<file path="src/rtl/reset_sequencer.sv">
// Releases NUM_STAGES reset domains in order after a power-on stretch, with
// software-triggered re-sequencing and registered done/busy/ack status.
module reset_sequencer #(
  parameter int NUM_STAGES     = 4,
  parameter int STRETCH_CYCLES = 16,
  parameter int GAP_CYCLES     = 8
) (
  input  logic                  clk_i,
  input  logic                  arst_i,
  input  logic                  sw_rst_req_i,
  output logic [NUM_STAGES-1:0] stage_rst_o,
  output logic                  rst_done_o,
  output logic                  busy_o,
  output logic                  sw_rst_ack_o
);

  // state   | meaning
  // STRETCH | power-on stretch before stage 0 release
  // GAP     | waiting GAP_CYCLES before releasing stage r_idx
  // FINAL   | last stage released, done rises on the next edge
  // DONE    | all stages released, accepting software requests

  localparam int MAX_CYC = (STRETCH_CYCLES > GAP_CYCLES) ? STRETCH_CYCLES : GAP_CYCLES;
  localparam int CW      = (MAX_CYC > 1) ? $clog2(MAX_CYC) : 1;
  localparam int IW      = (NUM_STAGES > 1) ? $clog2(NUM_STAGES) : 1;

  localparam logic [CW-1:0] STRETCH_LAST = CW'(STRETCH_CYCLES - 1);
  localparam logic [CW-1:0] GAP_LAST     = CW'(GAP_CYCLES - 1);
  localparam logic [IW-1:0] LAST_IDX     = IW'(NUM_STAGES - 1);

  typedef enum logic [1:0] {
    ST_STRETCH = 2'd0,
    ST_GAP     = 2'd1,
    ST_FINAL   = 2'd2,
    ST_DONE    = 2'd3
  } state_t;

  state_t                r_state;
  logic [CW-1:0]         r_cnt;
  logic [IW-1:0]         r_idx;
  logic [NUM_STAGES-1:0] r_stage;
  logic                  r_done;
  logic                  r_busy;
  logic                  r_ack;

  state_t                w_state_nxt;
  logic [CW-1:0]         w_cnt_nxt;
  logic [IW-1:0]         w_idx_nxt;
  logic [NUM_STAGES-1:0] w_stage_nxt;
  logic                  w_done_nxt;
  logic                  w_ack_nxt;

  always_ff @(posedge clk_i or posedge arst_i) begin
    if (arst_i) begin
      r_state <= ST_STRETCH;
      r_cnt   <= '0;
      r_idx   <= '0;
      r_stage <= '1;
      r_done  <= 1'b0;
      r_busy  <= 1'b1;
      r_ack   <= 1'b0;
    end else begin
      r_state <= w_state_nxt;
      r_cnt   <= w_cnt_nxt;
      r_idx   <= w_idx_nxt;
      r_stage <= w_stage_nxt;
      r_done  <= w_done_nxt;
      r_busy  <= ~w_done_nxt;
      r_ack   <= w_ack_nxt;
    end
  end

  always_comb begin
    w_state_nxt = r_state;
    w_cnt_nxt   = r_cnt;
    w_idx_nxt   = r_idx;
    w_stage_nxt = r_stage;
    w_done_nxt  = r_done;
    w_ack_nxt   = 1'b0;
    unique case (r_state)
      ST_STRETCH: begin
        if (r_cnt == STRETCH_LAST) begin
          w_cnt_nxt      = '0;
          w_stage_nxt[0] = 1'b0;
          if (NUM_STAGES > 1) begin
            w_state_nxt = ST_GAP;
            w_idx_nxt   = IW'(1);
          end else begin
            w_state_nxt = ST_FINAL;
          end
        end else begin
          w_cnt_nxt = r_cnt + 1'b1;
        end
      end
      ST_GAP: begin
        if (r_cnt == GAP_LAST) begin
          w_cnt_nxt = '0;
          // Loop decode keeps the index select legal for any NUM_STAGES.
          for (int k = 0; k < NUM_STAGES; k++) begin
            if (IW'(k) == r_idx) w_stage_nxt[k] = 1'b0;
          end
          if (r_idx == LAST_IDX) w_state_nxt = ST_FINAL;
          else                   w_idx_nxt   = r_idx + 1'b1;
        end else begin
          w_cnt_nxt = r_cnt + 1'b1;
        end
      end
      ST_FINAL: begin
        w_done_nxt  = 1'b1;
        w_state_nxt = ST_DONE;
      end
      ST_DONE: begin
        if (sw_rst_req_i) begin
          w_stage_nxt = '1;
          w_done_nxt  = 1'b0;
          w_ack_nxt   = 1'b1;
          w_cnt_nxt   = '0;
          w_idx_nxt   = '0;
          w_state_nxt = ST_STRETCH;
        end
      end
      default: w_state_nxt = ST_STRETCH;
    endcase
  end

  assign stage_rst_o  = r_stage;
  assign rst_done_o   = r_done;
  assign busy_o       = r_busy;
  assign sw_rst_ack_o = r_ack;

endmodule
</file>
<file path="config.mk">
export PLATFORM = sky130hd
export DESIGN_NAME = reset_sequencer
export DESIGN_NICKNAME = d
export VERILOG_FILES = /design/src/rtl/reset_sequencer.sv
export SDC_FILE = /design/constraint.sdc
export NUM_CORES = 1
export LEC_CHECK = 0
export BUFFER_PORTS_ARGS = -buffer_cell sky130_fd_sc_hd__buf_2
export CAP_MARGIN = 20
export CELL_PAD_IN_SITES_DETAIL_PLACEMENT = 0
export CELL_PAD_IN_SITES_GLOBAL_PLACEMENT = 1
export CORE_ASPECT_RATIO = 0.6
export CORE_MARGIN = 10
export CORE_UTILIZATION = 44
export DETAILED_ROUTE_END_ITERATION = 6
export PLACE_DENSITY = 0.81
export SLEW_MARGIN = 5
export SYNTH_ARGS = -nofsm -noshare
export SYNTH_HDL_FRONTEND = slang
export SYNTH_SLANG_ARGS = --single-unit
export TNS_END_PERCENT = 5
</file>
<file path="constraint.sdc">
create_clock -name clk_i -period 1.8 [get_ports clk_i]
set_input_delay 0.09 -clock clk_i [delete_from_list [all_inputs] [get_ports clk_i]]
set_output_delay 0.09 -clock clk_i [all_outputs]
set_load 0.005 [all_outputs]
</file>
# [After elaboration in Yosys (flattened, before gate mapping)]
# Index checks and enable logic that the tools add are counted.
# Widths: inputs -> output; s select.
[word_totals] out_inout_bits=7 word_cells=67 inputBits=3 reg_bits=15
[classes] n_addsub=2 reduce_logical=11 bitwise=1 eq_ne=18 mux=25
[op_table] operator="$mux 4" count=5
[op_table] operator="$ne 2x2->1 const B" count=9
[op_table] operator="$reduce_and 4->1" count=4
[op_table] operator="$mux 2" count=6
[op_table] operator="$pmux 4 s3" count=1
[op_table] operator="$reduce_and 5->1" count=2
[op_table] operator="$mux 1" count=8
[op_table] operator="$pmux 2 s4" count=1
[op_table] operator="$eq 2x2->1 const B" count=3
[op_table] operator="$pmux 2 s3" count=1
[op_table] operator="$pmux 3 s2" count=1
[op_table] operator="$add 4x1->4 const B" count=1
[op_table] operator="$eq 2x2->1 const A" count=2
[op_table] operator="$eq 4x3->1 const B" count=1
[op_table] operator="$eq 4x4->1 const B" count=1
[op_table] operator="$logic_not 2->1" count=2
[op_table] operator="$pmux 1 s3" count=1
[op_table] operator="$reduce_bool 3->1" count=1
[op_table] operator="$add 2x1->2 const B" count=1
[op_table] operator="$eq 1x2->1 const A" count=1
[op_table] operator="$eq 2x1->1 const B" count=1
[op_table] operator="$pmux 1 s2" count=1
[op_table] operator="$reduce_and 2->1" count=1
[op_table] operator="$reduce_bool 2->1" count=1
[op_table] operator="$not 1->1" count=1

# [Logic depth before layout (Yosys ltp)]
[depth] word_depth=4 depth_mapped=7 mapped_depth_nobuf=6

# [Worst setup path after synthesis]
# Ideal clock, no wire load.
[synth_timing] path_kind="reg2reg" start="register r_state[0]" end="register r_stage[1], in the netlist stage_rst_o[1]" period_less_slack_ns=1.656 setup_time_ns=0.085 path_stages_with_launch=7 n_path_buf=1 setup_slack_ns=0.144 t_required_ns=1.715 arrival_time_ns=1.571 path_cell_list="dfrtp_1 -> ha_1 -> buf_6 -> nor2b_4 -> a211o_1 -> a21oi_2 -> mux2_1"
[synth_via] elab_chain_len=3 word_cells_on_any_way=8 cone_classes="eq/ne (5); mux (1); reduce/logical (2)"
[synth_lines] item="from (decl)" line="38" source="state_t r_state;"
[synth_lines] item="from (signal assigned)" line="63" source="r_state <= w_state_nxt;"
[synth_lines] item="$eq 2x1->1 or $eq 2x2->1 (tied branches)" line="80" source="unique case (r_state)"
[synth_lines] item="$ne 2x2->1 (no line) or $reduce_bool 2->1 (tied branches)"
[synth_lines] item="$reduce_and 4->1 (no line)"
[synth_lines] item="to (signal assigned)" line="66" source="r_stage <= w_stage_nxt;"
[synth_lines] item="to (decl)" line="41" source="logic [NUM_STAGES-1:0] r_stage;"
# Parallel ways exist; a longest one is shown, timed or not.
# A chain may end at the register's enable or synchronous reset.

# [Worst setup path in the final report]
[layout_timing] start="register r_state[1]" end="register r_state[1]"
[layout_via] elab_chain_len=3 word_cells_on_any_way=10 cone_classes="eq/ne (7); mux (1); reduce/logical (2)"
[layout_lines] item="$eq 2x1->1, or another cell as far along" line="80"
[layout_lines] item="$ne 2x2->1 (no line)"
[layout_lines] item="$reduce_and 4->1 (no line)"
# Parallel ways exist; a longest one is shown, timed or not.

==> reports/results.txt <==
Pwr per Cell Area - 1810 nW/µm²
Met3 usage - 4.98%
Final Hold Fails - 0
CTS Root Cell - clkbuf_4
Yosys reg bits - 15
Critical path's slowest cell - dfrtp_1
Worst Max-Slew Pin Slew - 0.589 ns
Fillers - 179
Clock share of power - 9.9%
DRT iter0 DRCs - 26
Largest net degree at the start of global routing - 16
Vert. Die Dim - 56.2 µm
Post-Synthesis Cell Area - 958 µm²
Fmax - 574 MHz
Vias in the first global route - 675
Clock skew - 0.00393 ns
Largest fanout on the critical path - 4
# nets final - 126
Post-detailed-route wirelength per cell - 13.3 µm
Mean post-synth cell area - 10.2 µm²
Worst setup path class - flop to flop
Initial antenna violation count - 0
Die W - 80.3 µm
Total CTS buffers - 3
Boundary Pins - 10
Sequential area share after synthesis - 39.8%
EDFF count, synth - 0
Switching share of power - 41.2%
First-pass detailed-route iteration total - 4
CP startpoint kind - flop
Die ar. - 4510 µm²
H-tree lvl count - 1
Cell count of the worst hold path - 3
Remaining DRCs - 0
Ys async rst share - 100%
Area of the multi-input gates - 508 µm²
Dpl cell area - 1060 µm²
Synth top area share - 26.1%
Sequential Power Share - 32.1%
Reg2reg path depth - 6
Placed Instances - 134
Layout cell share with drive strength beyond 1 - 33.9%
Initial Utilization - 49.1%
Mapped Cells - 94
NetSw - 0.826 mW
CTS clock-pin slew for the worst setup and hold paths - 0.09 ns
Gr usage total - 8.85%
Met2 usage - 11.3%
Pint - 1.18 mW
Met1 Use GR - 12.1%
I/O Buffers - 9
TritonCTS clock tree - built
Pins over their slew limit - 0
Crit path required time - 1.98 ns
Slew HR - 60.7%
Status - finished clean
Clock sink count - 15
Crit path time final - 1.74 ns
Core box area - 1950 µm²
Class of the worst hold path - input pin to flop
Finish-stage setup viols - 0
Register Area - 382 µm²
Dpl hpwl - 1.48 mm
Synth area leader - dfrtp_1
Fin util - 56.7%
Worst setup EP type - flop
Syn nets - 107
Critical-path cell list - inv_1, ha_2, and4bb_2, nand2_1, a21oi_2, mux2_2
Top post-synthesis cells by area - dfrtp_1, dfstp_2, ha_1, inv_1, nand2_1
Final Cell Area - 1110 µm²
Most frequent cells after synthesis - inv_1, nand2_1, dfrtp_1, ha_1, dfstp_2
Critical Path AT - 1.92 ns
Final wirelength - 1.87 mm
Setup TNS - 0 ns
First-pass GRT wire length - 3.23 mm
Layout area overhead - 15.5%
Most frequently used flop master after synthesis - dfrtp_1
Logic pwr share - 58.0%
Row count - 12
RePlAce Congestion - 0.782
Period utilization - 96.7%
Final Instance Count excl. Fillers - 140
Worst VDD drop - 0.992 mV
MaxCap Viol Count - 0
Yosys warning total - 0
N_diodes - 0
Global route hottest layer - met1
Critical path's largest stage delay - 0.40 ns
Synth cell types - 33
Clk_lat worst skew - 0.29 ns
Via count - 685
Via density - 4.89
Antenna-violating nets left - 0
Clock buffer depth - 2
Global route total overflow - 0
Pleak - 0.530 nW
## cells in the final DEF (no fill, tap or decap), types with 3 or more instances in the layout
cell type / count
nand2_1: 11
dfrtp_1: 10
nor2_1: 3
a21o_1: 3
ha_1: 8
inv_1: 10
nand3_1: 3
o21ai_0: 3
a21oi_2: 4
dfstp_2: 5
buf_4: 8
buf_2: 9
clkbuf_4: 3
mux2_1: 3
## critical path: cells and delay by family (launching register included)
family                   cells  cell delay [ns]
multiplexers                 1             0.35
buffers and inverters        1             0.09
AND/OR/NAND/NOR              2             0.40
adder cells (fa/ha/maj)      1             0.19
AO/OA/AOI/OAI                1             0.20
flip-flops                   1             0.40
## cells by family (layout without fill, tap and decap cells)
logic type / Yosys count / count (layout) / share of synthesized area, %
simple gates: 25 / 25 / 14.0
flops: 15 / 15 / 39.8
mux: 7 / 7 / 7.96
fa+ha+maj: 10 / 10 / 13.1
buf+inv: 15 / 33 / 7.70
compound gates: 22 / 22 / 17.5
## power by group through the flow
| stage | Combinational [mW] | Clock, mW | Sequential (mW) |
|---|---|---|---|
| floorplan | 0.872 | 0 | 0.617 |
| global placement | 1.11 | 0 | 0.638 |
| detailed placement | 1.14 | 0 | 0.647 |
| CTS | 1.14 | 0.207 | 0.640 |
| global route | 1.33 | 0.219 | 0.662 |
| finish | 1.16 | 0.198 | 0.643 |
## state kept, by name (all words and copies together), names as in the netlist
signal	count
sw_rst_ack_o	1
busy_o	1
r_state	2
rst_done_o	1
stage_rst_o	4
r_cnt	4
r_idx	2
## layout make-up
cell class              instances  area share, %
clock buffers                   4           2.37
inverters                      11           3.73
multi-input cells              64           45.9
flip-flops and latches         15           34.5
well taps                      28           3.16
repair buffers                 18           10.4
## path summary, 6_finish.rpt
path | from | slack, ns | to
min in group asynchronous | arst_i | 0.41 | r_cnt[1]
hold reg to reg | r_cnt[1] | 0.52 | r_cnt[1]
max in group asynchronous | arst_i | 1.01 | sw_rst_ack_o
hold / removal | sw_rst_req_i | 0.06 | sw_rst_ack_o
setup reg to reg | r_state[1] | 0.06 | r_state[1]
setup / recovery | r_state[1] | 0.06 | r_state[1]
## metal layers
metal	wire [µm]	part of all wire, %	vias up
li1	-	-	358
met4	20	1.1	0
met5	0	0	-
met3	130	7.0	4
met1	994	53	311
met2	724	39	12
## timing repair
action                     4_1_cts  5_1_grt
hold buffers                     1        0
hold endpoints to repair        10        0
buffers inserted                 0        1
resized for setup                0        3
setup endpoints to repair        0        6
## per-stage QoR
step | hold slack, ns | setup slack, ns | power, mW
3_5_place_dp | 0.181 | 0.0172 | 1.79
6_report | 0.0581 | 0.0589 | 2.01
2_1_floorplan | -0.0121 | 0.144 | 1.49
3_3_place_gp | 0.174 | 0.0822 | 1.74
4_1_cts | 0.0506 | 0.00259 | 1.99
5_1_grt | 0.0806 | -0.0210 | 2.21
Power figures use the tool's default switching activity.
